### src/rtl/zigzag_pkg.sv
// zigzag_pkg: shared FSM state type, default start token and index-width helper for the zigzag decryptor.
package zigzag_pkg;
  typedef enum logic [2:0] {COLLECT, COUNT, PREFIX, EMIT, DONE} state_t;
  localparam logic [7:0] START_TOKEN = 8'hFA;
  function automatic int idx_w(input int n);
    return $clog2(n + 1);
  endfunction
endpackage

### src/rtl/zigzag_rail_tracker.sv
// zigzag_rail_tracker: bouncing rail index 0..k_q-1, shared by the counting and emitting phases.
module zigzag_rail_tracker
  import zigzag_pkg::*;
#(
  parameter int MAX_KEY = 8,
  localparam int RW = $clog2(MAX_KEY),
  localparam int KW = idx_w(MAX_KEY)
) (
  input  logic          clk,
  input  logic          rst,
  input  logic          restart,
  input  logic          step,
  input  logic [KW-1:0] k_q,
  output logic [RW-1:0] r,
  output logic [RW-1:0] r_nxt
);
  logic down, down_nxt, at_bot, at_top;
  assign at_bot = KW'(r) == k_q - KW'(1);
  assign at_top = r == '0;
  always_comb begin
    r_nxt = r;
    down_nxt = down;
    if (restart) begin
      r_nxt = '0;
      down_nxt = 1'b1;
    end else if (step && k_q > KW'(1)) begin
      down_nxt = down ? !at_bot : at_top;
      r_nxt = down_nxt ? r + RW'(1) : r - RW'(1);
    end
  end
  always_ff @(posedge clk or posedge rst)
    if (rst) begin
      r <= '0;
      down <= 1'b1;
    end else begin
      r <= r_nxt;
      down <= down_nxt;
    end
endmodule

### src/rtl/zigzag_decryption_n.sv
// zigzag_decryption_n: buffered rail-fence decoder for keys 1..MAX_KEY with backpressured output.
// Optional err_o (dropped characters or clamped key) when ZIGZAG_DECRYPTION_ERR_EN is defined.
module zigzag_decryption_n
  import zigzag_pkg::*;
#(
  parameter int D_WIDTH = 8,
  parameter int KEY_WIDTH = 16,
  parameter int MAX_NOF_CHARS = 50,
  parameter int MAX_KEY = 8,
  parameter logic [D_WIDTH-1:0] START_DECRYPTION_TOKEN = D_WIDTH'(START_TOKEN)
) (
  input  logic                 clk,
  input  logic                 rst,
  input  logic [D_WIDTH-1:0]   data_i,
  input  logic                 valid_i,
  input  logic [KEY_WIDTH-1:0] key,
  input  logic                 ready_i,
  output logic                 busy,
  output logic [D_WIDTH-1:0]   data_o,
  output logic                 valid_o
`ifdef ZIGZAG_DECRYPTION_ERR_EN
  ,
  output logic                 err_o
`endif
);
  localparam int IW = idx_w(MAX_NOF_CHARS);
  localparam int AW = $clog2(MAX_NOF_CHARS);
  localparam int RW = $clog2(MAX_KEY);
  localparam int KW = idx_w(MAX_KEY);
  state_t state;
  logic [D_WIDTH-1:0] mem [MAX_NOF_CHARS];
  logic [IW-1:0] n, cnt;
  logic [IW-1:0] len [MAX_KEY];
  logic [IW-1:0] ptr [MAX_KEY];
  logic [RW-1:0] pi, r, r_nxt;
  logic [KW-1:0] k_q, k_nxt;
  logic [AW-1:0] nxt_idx;
  logic tok, wr, full, last_pre, accept, restart, step;
  assign full = n == IW'(MAX_NOF_CHARS);
  assign tok = state == COLLECT && valid_i && data_i == START_DECRYPTION_TOKEN;
  assign wr = state == COLLECT && valid_i && data_i != START_DECRYPTION_TOKEN && !full;
  assign k_nxt = key > KEY_WIDTH'(MAX_KEY) ? KW'(MAX_KEY) : key[KW-1:0];
  assign last_pre = state == PREFIX && pi == RW'(MAX_KEY - 1);
  assign accept = state == EMIT && valid_o && ready_i;
  assign restart = tok || last_pre;
  assign step = state == COUNT || accept;
  // In bypass the tracker never moves, so the next character is the same rail's next slot.
  assign nxt_idx = AW'(k_q <= KW'(1) ? ptr[r] + IW'(1) : ptr[r_nxt]);

  zigzag_rail_tracker #(.MAX_KEY(MAX_KEY)) u_trk (
    .clk(clk), .rst(rst), .restart(restart), .step(step), .k_q(k_q), .r(r), .r_nxt(r_nxt)
  );

  always_ff @(posedge clk)
    if (wr) mem[n[AW-1:0]] <= data_i;

`ifdef ZIGZAG_DECRYPTION_ERR_EN
  logic ovf;
  always_ff @(posedge clk or posedge rst)
    if (rst) begin
      ovf <= 1'b0;
      err_o <= 1'b0;
    end else begin
      err_o <= tok && (ovf || key > KEY_WIDTH'(MAX_KEY));
      ovf <= tok ? 1'b0 : ovf || (state == COLLECT && valid_i && !tok && full);
    end
`endif

  always_ff @(posedge clk or posedge rst)
    if (rst) begin
      state <= COLLECT;
      busy <= 1'b0;
      valid_o <= 1'b0;
      data_o <= '0;
      n <= '0;
      cnt <= '0;
      pi <= '0;
      k_q <= '0;
      for (int j = 0; j < MAX_KEY; j++) begin
        len[j] <= '0;
        ptr[j] <= '0;
      end
    end else begin
      case (state)
        COLLECT: begin
          if (wr) n <= n + IW'(1);
          if (tok) begin
            k_q <= k_nxt;
            busy <= 1'b1;
            cnt <= '0;
            pi <= '0;
            for (int j = 0; j < MAX_KEY; j++) begin
              len[j] <= '0;
              ptr[j] <= '0;
            end
            if (n == '0) state <= DONE;
            else if (k_nxt <= KW'(1)) begin
              state <= EMIT;
              valid_o <= 1'b1;
              data_o <= mem[0];
            end else state <= COUNT;
          end
        end
        COUNT: begin
          len[r] <= len[r] + IW'(1);
          cnt <= cnt == n - IW'(1) ? '0 : cnt + IW'(1);
          if (cnt == n - IW'(1)) state <= PREFIX;
        end
        PREFIX: begin
          ptr[pi] <= pi == '0 ? '0 : ptr[pi - RW'(1)] + len[pi - RW'(1)];
          pi <= pi + RW'(1);
          if (last_pre) begin
            state <= EMIT;
            valid_o <= 1'b1;
            data_o <= mem[0];
          end
        end
        EMIT: begin
          if (accept) begin
            ptr[r] <= ptr[r] + IW'(1);
            cnt <= cnt + IW'(1);
            valid_o <= cnt != n - IW'(1);
            data_o <= cnt == n - IW'(1) ? '0 : mem[nxt_idx];
            if (cnt == n - IW'(1)) state <= DONE;
          end
        end
        DONE: begin
          busy <= 1'b0;
          n <= '0;
          state <= COLLECT;
        end
        default: state <= COLLECT;
      endcase
    end
endmodule

### config.mk
export PLATFORM = sky130hd
export DESIGN_NAME = zigzag_decryption_n
export DESIGN_NICKNAME = d
export VERILOG_FILES = /design/src/rtl/zigzag_pkg.sv /design/src/rtl/zigzag_rail_tracker.sv /design/src/rtl/zigzag_decryption_n.sv
export SDC_FILE = /design/constraint.sdc
export NUM_CORES = 1
export LEC_CHECK = 0
export ABC_AREA = 0
export CORE_ASPECT_RATIO = 1.1
export CORE_UTILIZATION = 55
export CTS_CLUSTER_SIZE = 14
export DETAILED_ROUTE_END_ITERATION = 6
export DONT_BUFFER_PORTS = 1
export MAX_ROUTING_LAYER = met4
export PLACE_DENSITY_LB_ADDON = 0.15
export SLEW_MARGIN = 20
export SYNTH_ARGS = -nofsm -noshare
export SYNTH_HDL_FRONTEND = slang
export SYNTH_SLANG_ARGS = --single-unit
### constraint.sdc
create_clock -name clk -period 4.55 [get_ports clk]
set_clock_uncertainty 0.15 [all_clocks]
set_input_delay 0.91 -clock clk [delete_from_list [all_inputs] [get_ports clk]]
set_output_delay 0.91 -clock clk [all_outputs]
set_load 0.1 [all_outputs]
# ---- After elaboration in Yosys (flattened, before gate mapping)
# Memory sizes are Yosys's and may differ from the RTL's.
# Cells that the tools add are included.
dict set report totals {
  ff_bits 132
  ram_bits 400
  input_bits 28
  out_inout_bits 10
  word_cells 172
  n_memories 1
}
dict set report classes {
  add_sub_neg 11
  magnitude_cmp 10
  n_eq_ne 19
  mux 68
  bitwise_logic 4
  reduce_logical 33
}
# memory words width read_ports rd_ports_with_merged_regs write_ports line_no
set mem_list {}
lappend mem_list {mem 50 8 2 0 1 zigzag_decryption_n.sv:31} ;# logic [D_WIDTH-1:0] mem [MAX_NOF_CHARS];
# op count
set ops {}
lappend ops {{$bwmux W48} 3}
lappend ops {{$pmux W48 S3} 1}
lappend ops {{$mux W6} 18}
lappend ops {{$mux W48} 2}
lappend ops {{$pmux W48 S2} 1}
lappend ops {{$bmux W6 S3} 5}
lappend ops {{$mux W8} 6}
lappend ops {{$demux W6 S3} 2}
lappend ops {{$mux W3} 10}
lappend ops {{$add A6 B1 Y6 const B} 4}
lappend ops {{$pmux W8 S3} 1}
lappend ops {{$pmux W6 S3} 1}
lappend ops {{$ge A4 B4 Y1 const B} 4}
lappend ops {{$gt A16 B4 Y1 const B} 1}
lappend ops {{$not A3 Y4} 4}
lappend ops {{$pmux W3 S4} 1}
lappend ops {{$pmux W6 S2} 1}
lappend ops {{$mux W1} 11}
lappend ops {{$logic_and A1 B1 Y1} 10}
lappend ops {{$ne A2 B2 Y1 const B} 5}
lappend ops {{$reduce_and A2 Y1} 5}
lappend ops {{$logic_not A3 Y1} 3}
lappend ops {{$eq A8 B8 Y1 const B} 1}
lappend ops {{$le A4 B1 Y1 const B} 2}
lappend ops {{other kinds (29)} 43}

# ---- Longest topological paths before layout
# An unclocked memory read counts as a cell.
dict set report depth {
  word_depth 16
  mapped_depth 21
  depth_no_buf 18
}

# ---- By module
# Synthesis repeated with hierarchy kept, for this count alone.
dict set report unflattened {
  cells_unflattened 2124
  hier_area_um2 25243.0
}
# mod n_inst cells_per_inst area_per_inst_um2 seq_area_each_um2
set by_module_without_submodules {}
lappend by_module_without_submodules {zigzag_decryption_n 1 2087 24886.4 15214.6}
lappend by_module_without_submodules {zigzag_rail_tracker 1 37 356.6 101.3}

# ---- Worst setup path after synthesis
# No wires, ideal clock.
dict set report synth_timing {
  path_type {register to register}
  startpoint {register k_q[0]}
  endpoint {register data_o[3]}
  setup_time_ps 95
  t_arrival_ps 4667
  required_time_ps 4305
  setup_slack_ps -362
  stages_incl_launch_ff 20
  path_buffers 2
  period_less_slack_ps 4912
  cell_sequence {dfrtp_1 -> inv_1 -> ha_1 -> xnor2_1 -> or3b_1 -> a311oi_4 -> xor2_1 -> ha_1 -> a2111oi_0 -> a221oi_1 -> o32a_1 -> o21ai_1 -> o21a_1 -> clkbuf_1 -> clkbuf_1 -> nand3_1 -> a32o_1 -> o32ai_1 -> o41ai_1 -> o31ai_1}
}
dict set report synth_via {
  elab_chain_len 16
  word_cells_on_any_way 19
  classes_between {add/sub (1); order compare (2); eq/ne (1); mux (11); bitwise (1); reduce/logical (2); memory (1)}
}
# element line_no
set synth_rtl {}
lappend synth_rtl {{from (decl)} zigzag_decryption_n.sv:36} ;# logic [KW-1:0] k_q, k_nxt;
lappend synth_rtl {{from (signal assigned)} zigzag_decryption_n.sv:88} ;# k_q <= k_nxt;
lappend synth_rtl {{$sub A4 B1 Y4} zigzag_rail_tracker.sv:18} ;# assign at_bot = KW'(r) == k_q - KW'(1);
lappend synth_rtl {{$eq A3 B4 Y1} zigzag_rail_tracker.sv:18}
lappend synth_rtl {{$logic_not A1 Y1} zigzag_rail_tracker.sv:27} ;# down_nxt = down ? !at_bot : at_top;
lappend synth_rtl {{$mux W1} zigzag_rail_tracker.sv:27}
lappend synth_rtl {{$mux W3} zigzag_rail_tracker.sv:28} ;# r_nxt = down_nxt ? r + RW'(1) : r - RW'(1);
lappend synth_rtl {{$mux W3} zigzag_rail_tracker.sv:26} ;# end else if (step && k_q > KW'(1)) begin
lappend synth_rtl {{$mux W3} zigzag_rail_tracker.sv:23} ;# if (restart) begin
lappend synth_rtl {{$not A3 Y4 (not written as such)} zigzag_decryption_n.sv:48} ;# assign nxt_idx = AW'(k_q <= KW'(1) ? ptr[r] + IW'(1) : ptr[r_nxt]);
lappend synth_rtl {{$bmux W6 S3} zigzag_decryption_n.sv:48}
lappend synth_rtl {{$mux W6 (not written as such) (2 in a row)} zigzag_decryption_n.sv:48}
lappend synth_rtl {{$mux W6 *} zigzag_decryption_n.sv:48}
lappend synth_rtl {{$mem_v2 Z50 W8 *} n/a}
lappend synth_rtl {{$mux W8 *} zigzag_decryption_n.sv:123} ;# data_o <= cnt == n - IW'(1) ? '0 : mem[nxt_idx];
lappend synth_rtl {{$mux W8 *} zigzag_decryption_n.sv:119} ;# if (accept) begin
lappend synth_rtl {{$pmux W8 S3 *} zigzag_decryption_n.sv:84} ;# case (state)
lappend synth_rtl {{to (signal assigned)} zigzag_decryption_n.sv:100} ;# data_o <= mem[0];
lappend synth_rtl {{to (signal assigned)} zigzag_decryption_n.sv:115} ;# data_o <= mem[0];
lappend synth_rtl {{to (signal assigned)} zigzag_decryption_n.sv:123}
lappend synth_rtl {{to (decl)} zigzag_decryption_n.sv:19} ;# output logic [D_WIDTH-1:0] data_o,
# Mark *: on every way between the ends. The rest lies on a longest branch, timed or not. The select of a mux whose other input is x is not followed.
# A chain may end at the register's enable or synchronous reset.

# ---- Worst setup path after layout
dict set report layout_timing {
  startpoint {register k_q[1]}
  endpoint {register data_o[5]}
}
dict set report layout_via {
  elab_chain_len 16
  word_cells_on_any_way 19
  classes_between {add/sub (1); order compare (2); eq/ne (1); mux (11); bitwise (1); reduce/logical (2); memory (1)}
}
# element line_no
set layout_rtl {}
lappend layout_rtl {{$sub A4 B1 Y4} zigzag_rail_tracker.sv:18}
lappend layout_rtl {{$eq A3 B4 Y1} zigzag_rail_tracker.sv:18}
lappend layout_rtl {{$logic_not A1 Y1} zigzag_rail_tracker.sv:27}
lappend layout_rtl {{$mux W1} zigzag_rail_tracker.sv:27}
lappend layout_rtl {{$mux W3} zigzag_rail_tracker.sv:28}
lappend layout_rtl {{$mux W3 *} zigzag_rail_tracker.sv:26}
lappend layout_rtl {{$mux W3 *} zigzag_rail_tracker.sv:23}
lappend layout_rtl {{via r_nxt[2]} zigzag_decryption_n.sv:35} ;# logic [RW-1:0] pi, r, r_nxt;
lappend layout_rtl {{$not A3 Y4 (not written as such) *} zigzag_decryption_n.sv:48}
lappend layout_rtl {{$bmux W6 S3 *} zigzag_decryption_n.sv:48}
lappend layout_rtl {{$mux W6 (not written as such) * (2 in a row)} zigzag_decryption_n.sv:48}
lappend layout_rtl {{$mux W6 *} zigzag_decryption_n.sv:48}
lappend layout_rtl {{$mem_v2 Z50 W8 *} n/a}
lappend layout_rtl {{$mux W8 *} zigzag_decryption_n.sv:123}
lappend layout_rtl {{$mux W8 *} zigzag_decryption_n.sv:119}
lappend layout_rtl {{$pmux W8 S3 *} zigzag_decryption_n.sv:84}
# The timed path passes the listed nets; every way through them passes the cells marked *. The select of a mux whose other input is x is not followed.

==> metrics <==
run status=complete, but fails checks; failing checks=setup timing; clock-pin slew of the registers on the worst-case setup and hold paths=0.07 ns; DIE HEIGHT=227.3 um; Yosys cell types=83; proportion of synthesized area in mux cells=under 10%; Compound-Gate Fraction of Synth Area=between 10% and 20%; YS warnings=0; Simple-Gate Fraction of Synth Area=between 10 and 15%; num rows=82; Crit. End Element=register; max_cap viols=0; largest net degree at the start of global routing=102; largest family of logic cells by synthesized area=compound AO/OA/AOI/OAI gates; met3 usage=under 10%; drt total wl=87870 um; first-pass GRT wire length=128400 um; die area=roughly 0.047 mm2; CTS Buffer Depth=3; cell mode on critical path=buf_4; Post-DP HPWL=55800 um; ranking of synthesized cells by area=edfxtp_1 47%, dfrtp_1 13%, nand2_1 3.0%, o21ai_0 2.7%, a211oi_1 2.6%; post-route core utilization=between 70% and 80%; R2R depth=23; most used flip-flop cell after synthesis=edfxtp_1; Crit Path Max Fanout=7; 1st-iter DRT viols=2359; total gr overflow=0; Slew @ Worst Pin=roughly 1.1 ns; vias in the first global route=20010; clk_lat worst skew=0.64 ns; Most Crowded Layer GR=met2; Critical Path RT=4.94 ns; root buffer cell=clkbuf_16; CTS Hold Bufs=0; Mapped Area=0.02538 mm2; Synth Register Bits=roughly 530; GRT Util Overall=38.62%; final setup vio count=8; Worst Path Arrival=approximately 5.2 ns; post-synth top area share=47.33%; worst setup path category=reg2reg; area grow syn2layout=26.75%; reg2reg setup slack=-0.28 ns; Adder-Cell Fraction of Synth Area=0.9664%; drt wl/cell=just under 30 um; Avg Cell Area, Syn=about 12 um2; nets@finish=2392; # DRC=0; sequential element share of the synthesized area=between 60% and 70%; Antenna diodes=0; Critical Path Max Stage Delay=0.44 ns; crit path cell chain=inv_2 > ha_4 > xnor2_2 > or3b_4 > a311oi_4 > xor2_1 > ha_4 > or2_4 > o311ai_4 > a21boi_2 > nor2_2 > inv_2 > a2111oi_4 > buf_4 > or2_4 > buf_12 > buf_4 > buf_4 > a211oi_2 > a311oi_2 > nor4_4 > buf_4 > o31ai_2; port buffer count=0; min-delay worst type=in2async; Synth Area in XOR/XNOR=1.104%; share of layout cells above drive strength 1=28.66%; design area=0.03216 mm2; die width=206.8 um; routability cong.=between 1 and 1.5; initial antenna violation count=0; final worst setup slack=-0.2797 ns; GR Layer Usage met1=46.00%; placed inst area=between 0.02 and 0.03 mm2; GR Layer Usage met2=59.94%; slowest cell on the critical path=a311oi_2; H-Tree Depth=2; Max Freq=a little over 200 MHz; number of flops mapped to enable cells by yosys=400; RR Startpoint=k_q[1]; Rel. slew slack=roughly 30%; Slew Limit Fails=0; minimum clock period=between 4 and 5 ns; period utilization=106.1%; Post-Syn Instances=2125; async set or reset register ratio after synthesis=24.81%; RSZ-0062 raised after global routing=yes; initial core utilization=around 56%; # IOs=38; CTS tree=built; Critical R2R Capture=data_o[5]; clk sink count=between 500 and 600; Placeable Area=roughly 0.046 mm2; Setup crit start kind=register; Hold Vio Cnt, Final=0; DRT antenna net count=0; Yosys top cell by area=edfxtp_1; Vias/cell=6.923; clock buffer count from CTS=55; Syn Nets=between 2000 and 2500; DRT Pass-1 Iters=7; via count=20618
[per-stage QoR]
step | setup WS (ns) | hold slack (ns) | instances | TNS (ns)
floorplan | 0.006843 | 0.3279 | 2125 | 0
global placement | -0.5817 | 0.3552 | 2820 | -4.272
detailed placement | -0.5980 | 0.3627 | 2820 | -4.322
CTS | -0.02028 | 0.1244 | 2971 | -0.05567
global route | -0.4988 | 0.1646 | 2978 | -2.919
finish | -0.2797 | 0.1172 | 2978 | -1.589
[layout by cell type (no fill, tap or decap), drive strengths merged, types with 16 or more instances in the layout]
cell type	n
a211oi	90
o22ai	45
nand3	96
buf	328
o21ai	144
xnor2	17
nor2	125
mux4	28
mux2i	29
clkbuf	70
nor3	34
a21boi	20
a22o	38
o32ai	31
a32o	16
and3	96
edfxtp	400
dfrtp	131
a21oi	55
ha	18
inv	24
clkinv	20
a311oi	58
nand2	206
a22oi	25
nor4	21
[flip-flops by register name (all words and copies together) (netlist names)]
register	cells
len	48
state	3
cnt	6
u_trk.down	1
ptr	48
u_trk.r	3
mem	400
valid_o	1
data_o	8
pi	3
busy	1
n	6
k_q	4
[critical path: cells and delay by family, from the launching register on]
kind	cells	cell delay [ns]
and+or+nand+nor	5	1.15
xor gates and xnor gates	2	0.28
AOI/OAI and AO/OA	7	1.49
adders and majority gates	2	0.37
buffers and inverters	7	0.91
DFF	1	0.36
[timing repair]
action / 4_1_cts / 5_1_grt
endpoints found under the setup margin: 8 / 9
gates cloned: 8 / 0
resized for setup: 265 / 39
pin swaps: 107 / 23
buffers inserted: 50 / 9
[layout make-up]
class / count / area (um2)
clock buffer: 70 / 1514
clock inverter: 32 / 437.9
fill: 3072 / 13390
inverter: 22 / 86.33
multi-input combinational: 1404 / 10930
sequential: 532 / 15320
tap: 588 / 735.7
timing repair buffer: 330 / 3144
[cell families after synthesis]
| group | count (synthesis) |
|---|---|
| buffers and inverters | 189 |
| AND/OR/NAND/NOR | 647 |
| AO/OA/AOI/OAI | 635 |
| multiplexers | 71 |
| flip-flops | 532 |
| XOR/XNOR | 32 |
| adder cells (fa/ha/maj) | 19 |
[metal layers]
layer | up-vias | part of all wire [%]
li1 | 8785 | -
met1 | 10246 | 36
met2 | 1220 | 47
met3 | 367 | 8.5
met4 | 0 | 8.1
met5 | - | 0
[cells in the mapped netlist (15+ instances only)]
cell	instances
edfxtp_1	400
nor4_1	21
nor2_1	124
a32o_1	16
a22o_1	38
mux2i_1	29
a21oi_1	55
inv_1	21
buf_2	30
nor3_1	33
o32ai_1	31
a211oi_1	89
clkbuf_1	118
a22oi_1	25
nand2_1	206
xnor2_1	17
dfrtp_1	131
o22ai_1	45
nand2b_1	15
nand3_1	96
o21ai_0	138
mux4_2	28
xor2_1	15
and3_1	96
ha_1	18
a311oi_1	57
[worst max-delay path by stage]
| stage | start | endpoint |
|---|---|---|
| floorplan | k_q[0] | data_o[4] |
| global placement | k_q[1] | data_o[7] |
| detailed placement | k_q[1] | data_o[0] |
| CTS | k_q[0] | data_o[0] |
| global route | k_q[1] | data_o[5] |
| finish | k_q[1] | data_o[5] |
Power is not shown: default switching activity piles up to over one toggle a cycle in this logic, so the estimate is an artifact.
